**src/rtl/instruction_loader.sv**
```systemverilog
// Byte-stream program loader: frames A5, len_lo, len_hi, data... into instruction memory writes.
// Optional trailing XOR checksum byte when LOADER_CHECKSUM_EN is defined.
module instruction_loader #(
   parameter int          DATA_WIDTH                = 32,
   parameter int          INSTRUCTIONMEM_ADDR_WIDTH = 13,
   parameter int unsigned RAM_DEPTH                 = 1 << INSTRUCTIONMEM_ADDR_WIDTH,
   parameter logic [7:0]  START_BYTE                = 8'hA5
) (
   input  logic                                 clock,
   input  logic                                 reset,
   input  logic [7:0]                           byteIn,
   input  logic                                 byteValid,
   output logic                                 byteReady,
   output logic                                 writeEnable,
   output logic [INSTRUCTIONMEM_ADDR_WIDTH-1:0] writeAddr,
   output logic [DATA_WIDTH-1:0]                writeData,
   output logic                                 cpuHold,
   output logic                                 loadDone,
   output logic                                 loadError
);

   localparam int BYTES = DATA_WIDTH / 8;
   localparam int IDX_W = (BYTES > 1) ? $clog2(BYTES) : 1;
   localparam logic [IDX_W-1:0] LAST_IDX = IDX_W'(BYTES - 1);

`ifdef LOADER_CHECKSUM_EN
   typedef enum logic [2:0] {S_IDLE, S_LEN_LO, S_LEN_HI, S_DATA, S_WRITE, S_DONE, S_CHECK} state_t;
`else
   typedef enum logic [2:0] {S_IDLE, S_LEN_LO, S_LEN_HI, S_DATA, S_WRITE, S_DONE} state_t;
`endif

   state_t                               state;
   logic [7:0]                           len_lo;
   logic [15:0]                          len_n;
   logic [15:0]                          len_full;
   logic [16:0]                          word_cnt;
   logic [INSTRUCTIONMEM_ADDR_WIDTH-1:0] addr;
   logic [IDX_W-1:0]                     byte_idx;
   logic [DATA_WIDTH-1:0]                word_buf;
   logic [DATA_WIDTH-1:0]                merged;
   logic                                 accept;
`ifdef LOADER_CHECKSUM_EN
   logic [7:0]                           csum;
`endif

   assign accept   = byteValid && byteReady;
   assign len_full = {byteIn, len_lo};

   // Word as it will look once the current byte lands in its little-endian lane.
   always_comb begin
      merged = word_buf;
      merged[8*byte_idx +: 8] = byteIn;
   end

   always_ff @(posedge clock) begin
      if (reset) begin
         state       <= S_IDLE;
         byteReady   <= 1'b1;
         writeEnable <= 1'b0;
         writeAddr   <= '0;
         writeData   <= '0;
         cpuHold     <= 1'b0;
         loadDone    <= 1'b0;
         loadError   <= 1'b0;
         len_lo      <= '0;
         len_n       <= '0;
         word_cnt    <= '0;
         addr        <= '0;
         byte_idx    <= '0;
         word_buf    <= '0;
`ifdef LOADER_CHECKSUM_EN
         csum        <= '0;
`endif
      end else begin
         writeEnable <= 1'b0;
         loadDone    <= 1'b0;
         case (state)
            S_IDLE: begin
               if (accept && byteIn == START_BYTE) begin
                  loadError <= 1'b0;
                  cpuHold   <= 1'b1;
                  addr      <= '0;
                  word_cnt  <= '0;
                  byte_idx  <= '0;
`ifdef LOADER_CHECKSUM_EN
                  csum      <= '0;
`endif
                  state     <= S_LEN_LO;
               end
            end
            S_LEN_LO: begin
               if (accept) begin
                  len_lo <= byteIn;
`ifdef LOADER_CHECKSUM_EN
                  csum   <= byteIn;
`endif
                  state  <= S_LEN_HI;
               end
            end
            S_LEN_HI: begin
               if (accept) begin
                  len_n <= len_full;
`ifdef LOADER_CHECKSUM_EN
                  csum  <= csum ^ byteIn;
`endif
                  if ({16'd0, len_full} > RAM_DEPTH) begin
                     loadError <= 1'b1;
                     cpuHold   <= 1'b0;
                     state     <= S_IDLE;
                  end else if (len_full == 16'd0) begin
`ifdef LOADER_CHECKSUM_EN
                     state     <= S_CHECK;
`else
                     state     <= S_DONE;
                     byteReady <= 1'b0;
                     loadDone  <= 1'b1;
                     cpuHold   <= 1'b0;
`endif
                  end else begin
                     state <= S_DATA;
                  end
               end
            end
            S_DATA: begin
               if (accept) begin
                  word_buf <= merged;
`ifdef LOADER_CHECKSUM_EN
                  csum     <= csum ^ byteIn;
`endif
                  if (byte_idx == LAST_IDX) begin
                     byte_idx    <= '0;
                     writeData   <= merged;
                     writeAddr   <= addr;
                     writeEnable <= 1'b1;
                     byteReady   <= 1'b0;
                     state       <= S_WRITE;
                  end else begin
                     byte_idx <= byte_idx + 1'b1;
                  end
               end
            end
            S_WRITE: begin
               addr     <= addr + 1'b1;
               word_cnt <= word_cnt + 17'd1;
               byteReady <= 1'b1;
               if (word_cnt + 17'd1 == {1'b0, len_n}) begin
`ifdef LOADER_CHECKSUM_EN
                  state     <= S_CHECK;
`else
                  state     <= S_DONE;
                  byteReady <= 1'b0;
                  loadDone  <= 1'b1;
                  cpuHold   <= 1'b0;
`endif
               end else begin
                  state <= S_DATA;
               end
            end
`ifdef LOADER_CHECKSUM_EN
            S_CHECK: begin
               if (accept) begin
                  cpuHold <= 1'b0;
                  if (byteIn == csum) begin
                     state     <= S_DONE;
                     byteReady <= 1'b0;
                     loadDone  <= 1'b1;
                  end else begin
                     loadError <= 1'b1;
                     state     <= S_IDLE;
                  end
               end
            end
`endif
            S_DONE: begin
               byteReady <= 1'b1;
               state     <= S_IDLE;
            end
            default: begin
               byteReady <= 1'b1;
               state     <= S_IDLE;
            end
         endcase
      end
   end

endmodule

```
**config.mk**
```make
export PLATFORM = sky130hd
export DESIGN_NAME = instruction_loader
export DESIGN_NICKNAME = d
export VERILOG_FILES = /design/src/rtl/instruction_loader.sv
export SDC_FILE = /design/constraint.sdc
export NUM_CORES = 1
export LEC_CHECK = 0
export BUFFER_PORTS_ARGS = -buffer_cell sky130_fd_sc_hd__buf_2
export CAP_MARGIN = 40
export CORE_MARGIN = 3
export CORE_UTILIZATION = 30
export CTS_BUF_LIST = sky130_fd_sc_hd__clkbuf_8
export CTS_CLUSTER_DIAMETER = 120
export DETAILED_ROUTE_END_ITERATION = 16
export SLEW_MARGIN = 20
export SYNTH_ARGS = -nofsm -noshare
export SYNTH_HDL_FRONTEND = slang
export SYNTH_SLANG_ARGS = --single-unit
```
**constraint.sdc**
```tcl
create_clock -name clock -period 2.6 [get_ports clock]
set_input_delay 0.39 -clock clock [delete_from_list [all_inputs] [get_ports clock]]
set_output_delay 0.39 -clock clock [all_outputs]
set_load 0.02 [all_outputs]
```
==> results of run 1 <==
==> cells by family after synthesis <==
| logic type | synth area share [%] |
|---|---|
| adder cells (fa/ha/maj) | 1.56 |
| flip-flops | 44.1 |
| AO/OA/AOI/OAI | 20.4 |
| AND/OR/NAND/NOR | 25.2 |
| buffers and inverters | 3.99 |
| XOR/XNOR | 3.29 |
| multiplexers | 1.43 |
==> critical path, stage by stage, from the launching register on <==
cell,delay (ps)
dfxtp_1,530
nand2_2,200
nor4_4,490
and4_1,250
o211ai_1,110
or4b_1,540
a21oi_1,140
==> stage by stage <==
stage	utilization [%]	power, W	setup slack, ps	instance area (um^2)	hold WS (ps)
detailed placement	34.4	0.00231	195	7070	447
global route	36.2	0.00410	0.103	7450	302
floorplan	-	0.00226	250	6400	440
global placement	34.4	0.00231	229	7070	441
finish	36.2	0.00395	265	7450	308
CTS	36.2	0.00400	167	7440	282
==> report_power, final <==
group / switching, W / total, W / internal [W]
Combinational: 0.0000774 / 0.000102 / 0.0000245
Clock: 0.000817 / 0.00169 / 0.000875
Sequential: 0.000000100 / 0.00216 / 0.00216
==> final cells by class <==
type                            instances  area [um^2]
Timing Repair Buffer                   94          571
Fill cell                            2178        13100
Tap cell                              270          338
Clock buffer                           19          262
Multi-Input combinational cell        576         3330
Inverter                                4         15.0
Clock inverter                         12          109
Sequential cell                       141         2820
==> Yosys cell counts (all sizes together) (3+ instances only) <==
cell type	number	area share, %
dfxtp	141	44
a211oi	67	7.9
nor3	17	1.9
a311oi	3	0.41
mux2i	8	1.3
o211ai	3	0.35
o21ai	22	1.7
ha	8	1.6
nand4	11	1.4
inv	4	0.23
a21oi	93	7.3
nand3	14	1.4
nor2b	38	3.7
buf	9	0.65
nand2	89	5.3
a31oi	8	0.78
nor2	114	6.7
and3	5	0.49
clkbuf	52	3.1
nor4	10	1.2
xor2	9	1.2
nand3b	6	0.70
or3	6	0.59
xnor2	15	2.1
==> registers in the layout, indices dropped and copies added, names as in the netlist <==
signal,cells
loadError,1
byteReady,1
writeAddr,13
cpuHold,1
writeEnable,1
loadDone,1
len_lo,8
byte_idx,2
addr,13
writeData,32
word_buf,32
word_cnt,17
state,3
len_n,16
==> worst max path at each step <==
stage	start	endpoint	depth (start not counted)
after global placement	word_cnt[0]	cpuHold	8
after floorplan	word_cnt[0]	state[2]	7
after CTS	word_cnt[0]	loadDone	7
after global routing	word_cnt[4]	loadDone	6
final	word_cnt[3]	loadDone	6
after detailed placement	word_cnt[0]	state[2]	7
==> what timing repair did <==
| action | CTS | global route |
|---|---|---|
| endpoints found under the setup margin | 0 | 4 |
| resized for setup | 0 | 1 |
| hold endpoints to repair | 0 | 0 |
==> routing by layer <==
layer	track usage [%]	vias to the layer above	wire length, um
met5	0	-	0
li1	-	2872	-
met2	21.2	112	7060
met1	20.1	2552	8380
met4	3.68	0	254
met3	3.36	18	679
==> run metrics, run 1 <==
Pre-antenna DRT Iters=5; worst hold start=byteIn[3]; reg2reg path depth=6; Chip Height=152 um; kind of critical path=flip-flop to flip-flop; crit-path max FO=8; RSZ-0062 raised after global routing=false; Port-buffer cells=60; Syn Nets=approximately 800; final worst-path cycle share=89.8%; GRT Total Usage=between 10% and 20%; vias in the first global route=between 5,000 and 6,000; Slew Limit Fails=0; clk_skew=10.6 ps; Avg Inst Size Synth=8.18 um^2; Final nets=~850; worst reg2reg setup slack=260 ps; Cells after Synth=slightly below 800; CTS Root Cell=clkbuf_8; hold_buf cts=0; core region area=20,600 um^2; reg2reg end=loadDone; drt initial violations=340; largest net degree at the start of global routing=66; Final Hold Viols=0; htree depth=4; Hold Path Sink=len_n[11]; status=completed; CTS Sinks=141; most common cell after layout, fill and taps aside=dfxtp_1; I/O Pins=between 60 and 70; register bit total from synthesis=141; Clock Latency Late Sink=450 ps; YS warnings=0; Post-DP HPWL=11.2 mm; crit path time final=approximately 2300 ps; number of synthesized flops with an enable pin=0; Area Overhead vs Synth=16.4%; drt wl/cell=14.7 um; Post-CTS Setup Inserts=0; vias after detailed routing=between 5,000 and 6,000; # rows=52; Die X=approximately 150 um; clock buffer depth=2; fmax=around 430 MHz; hold depth=3; setup TNS=0 ps; pwr dens=531 nW/um^2; Async SR Flop Fraction=0%; Remaining DRCs=0; share of layout cells above drive strength 1=16.0%; VDD IR max=0.329 mV; final wirelength=16.4 mm; max-cap violations=0; sequential area share after synthesis=44.1%; initial antenna violation count=0; Vias/cell=approximately 5.0; library cells used by synthesis=57; worst path arrival time=2710 ps; Rel. slew slack=57.9%; DIE AREA=23,100 um^2; fin cells=~1,100; gpl congestion=0.869; Reg clk slew, reported paths=80 ps; Reg-to-Reg Start=word_cnt[3]; Slew @ Worst Pin=630 ps; Netlist Area Pre-Place=6400 um^2; Hold Crit Class=input pin to flip-flop; most frequent cells in the layout=dfxtp_1 (141), nor2_1 (113), a21oi_1 (93); final number of setup-violating endpoints=0; CP Capture Type=flip-flop; CTS tree=built; grt total ovfl=0; LEAKAGE=roughly 2.7 nW; CP startpoint kind=flip-flop; Placed Cells=1,085; Most used DFF post-synth=dfxtp_1; antenna-violating nets left=0; first-pass GRT wire length=27.1 mm; Initial Util=roughly 31%; number of buffers created by CTS=17; antenna diode count=0; Worst EP required=2980 ps
No activity file was read; power rests on OpenSTA's default activity.
==> run 2, diff against run 1 <==
==> constraint.sdc (replaced) <==
create_clock -name clock -period 2.6 [get_ports clock]
set_input_delay 0.26 -clock clock [delete_from_list [all_inputs] [get_ports clock]]
set_output_delay 0.26 -clock clock [all_outputs]
set_load 0.02 [all_outputs]
==> run 2 against run 1 <==
  * Combinational power barely moved
  * Global-route usage up 0.47 points
  * Critical path depth up 1
  * Highest routed layer unchanged
  * Clock power rose by 7%
  * Hold slack got worse by 150 ps
  * Clock-buffer cell count unchanged
  * Final area rose by 0.50%
  * Register-to-register slack worse by 100 ps
==> run metrics, run 2 (synthesis results as in run 1) <==
final number of setup-violating endpoints=0; clk_skew=14.8 ps; setup TNS=0 ps; antenna-violating nets left=0; Final nets=855; CP startpoint kind=flip-flop; Final Core Density=36.4%; core region area=20,600 um^2; GRT Total Usage=between 10% and 20%; Remaining DRCs=0; # rows=52; kind of critical path=flip-flop to flip-flop; Reg clk slew, reported paths=80 ps; Worst EP required=between 2000 and 3000 ps; I/O Pins=~60; Slew Limit Fails=0; Post-DP HPWL=around 11 mm; Port-buffer cells=60; Pre-antenna DRT Iters=5; fmax=roughly 400 MHz; crit-path max FO=10; Slew @ Worst Pin=630 ps; final wirelength=16.8 mm; Die X=roughly 150 um; vias in the first global route=between 5,000 and 6,000; first-pass GRT wire length=27.8 mm; CP Capture Type=flip-flop; htree depth=4; DIE AREA=23,100 um^2; Final Hold Viols=0; status=completed; Power, Total=0.00407 W; final worst-path cycle share=93.7%; final hold slack=160 ps; CTS Sinks=141; initial antenna violation count=0; clock buffer depth=2; gpl congestion=0.898; Vias/cell=around 5.0; CTS tree=built; Clock Latency Late Sink=470 ps; grt total ovfl=0; max-cap violations=0; worst path arrival time=around 2800 ps; largest net degree at the start of global routing=between 50 and 60; number of buffers created by CTS=17; vias after detailed routing=5,597; Rel. slew slack=57.9%; Chip Height=between 150 and 200 um; fin cells=around 1,100; Placed Cells=1,087; most common cell after layout, fill and taps aside=dfxtp_1; share of layout cells above drive strength 1=between 10% and 20%; drt initial violations=379; most frequent cells in the layout=dfxtp_1 (141), nor2_1 (113), a21oi_1 (93); worst reg2reg setup slack=between 150 and 200 ps; Post-CTS Setup Inserts=0; Area Overhead vs Synth=17.0%; VDD IR max=approximately 0.29 mV; CTS Root Cell=clkbuf_8; RSZ-0062 raised after global routing=false; Initial Util=between 30% and 40%; FILL cells=2,178; Hold Crit Class=input pin to flip-flop; drt wl/cell=15.0 um; pwr dens=544 nW/um^2; crit path time final=2440 ps; Largest regs=word_buf x32, writeData x32, word_cnt x17; LEAKAGE=~2.7 nW; antenna diode count=0
run 2: where the power goes:
part / leakage (nW) / switching [W] / internal [W]
combinational: 1.37 / 0.0000776 / 0.0000242
clock: 0.206 / 0.000907 / 0.000907
sequential: 1.13 / 0.0000000627 / 0.00216
total: 2.71 / 0.000985 / 0.00309
run 2: per-stage QoR:
| stage | worst slack (ps) | area, um^2 |
|---|---|---|
| floorplan | 250 | 6400 |
| global placement | 262 | 7080 |
| detailed placement | 177 | 7080 |
| CTS | 180 | 7480 |
| global route | 7.03 | 7480 |
| finish | 165 | 7480 |
run 2: routing by layer:
| metal | share of wire, % | GRT usage [%] | up-vias | wire length, um |
|---|---|---|---|---|
| li1 | - | - | 2872 | - |
| met1 | 50 | 20.3 | 2583 | 8430 |
| met2 | 44 | 21.9 | 122 | 7310 |
| met3 | 4.6 | 3.75 | 20 | 780 |
| met4 | 1.6 | 4.71 | 0 | 266 |
| met5 | 0 | 0 | - | 0 |
run 2: worst paths after layout:
kind / from / to / depth (start not counted)
worst max-delay path: word_cnt[0] / state[2] / 7
worst min register to register: writeAddr[3] / writeAddr[3] / 2
worst min-delay path: byteIn[1] / len_n[9] / 3
worst max register to register: word_cnt[0] / state[2] / 7
run 2: final cells by class:
class	instances	area [um^2]	share of cell area, %
clock buffers	19	262	3.49
well taps	270	338	4.51
clock inverters	13	140	1.87
repair buffers	96	573	7.66
multi-input cells	576	3330	44.6
inverters	4	15.0	0.201
flip-flops and latches	141	2820	37.7
run 2: what timing repair did:
item	CTS	global route
hold buffers	0	0
gates resized for setup	0	1
setup endpoints to repair	0	1
run 2: critical path, stage by stage, from the launching register on:
cell      delay, ps
dfxtp_1         340
ha_1            290
nand3_4         200
nor3_4          270
nand4_1         100
a2111o_1        460
or4b_1          570
a21oi_1         140
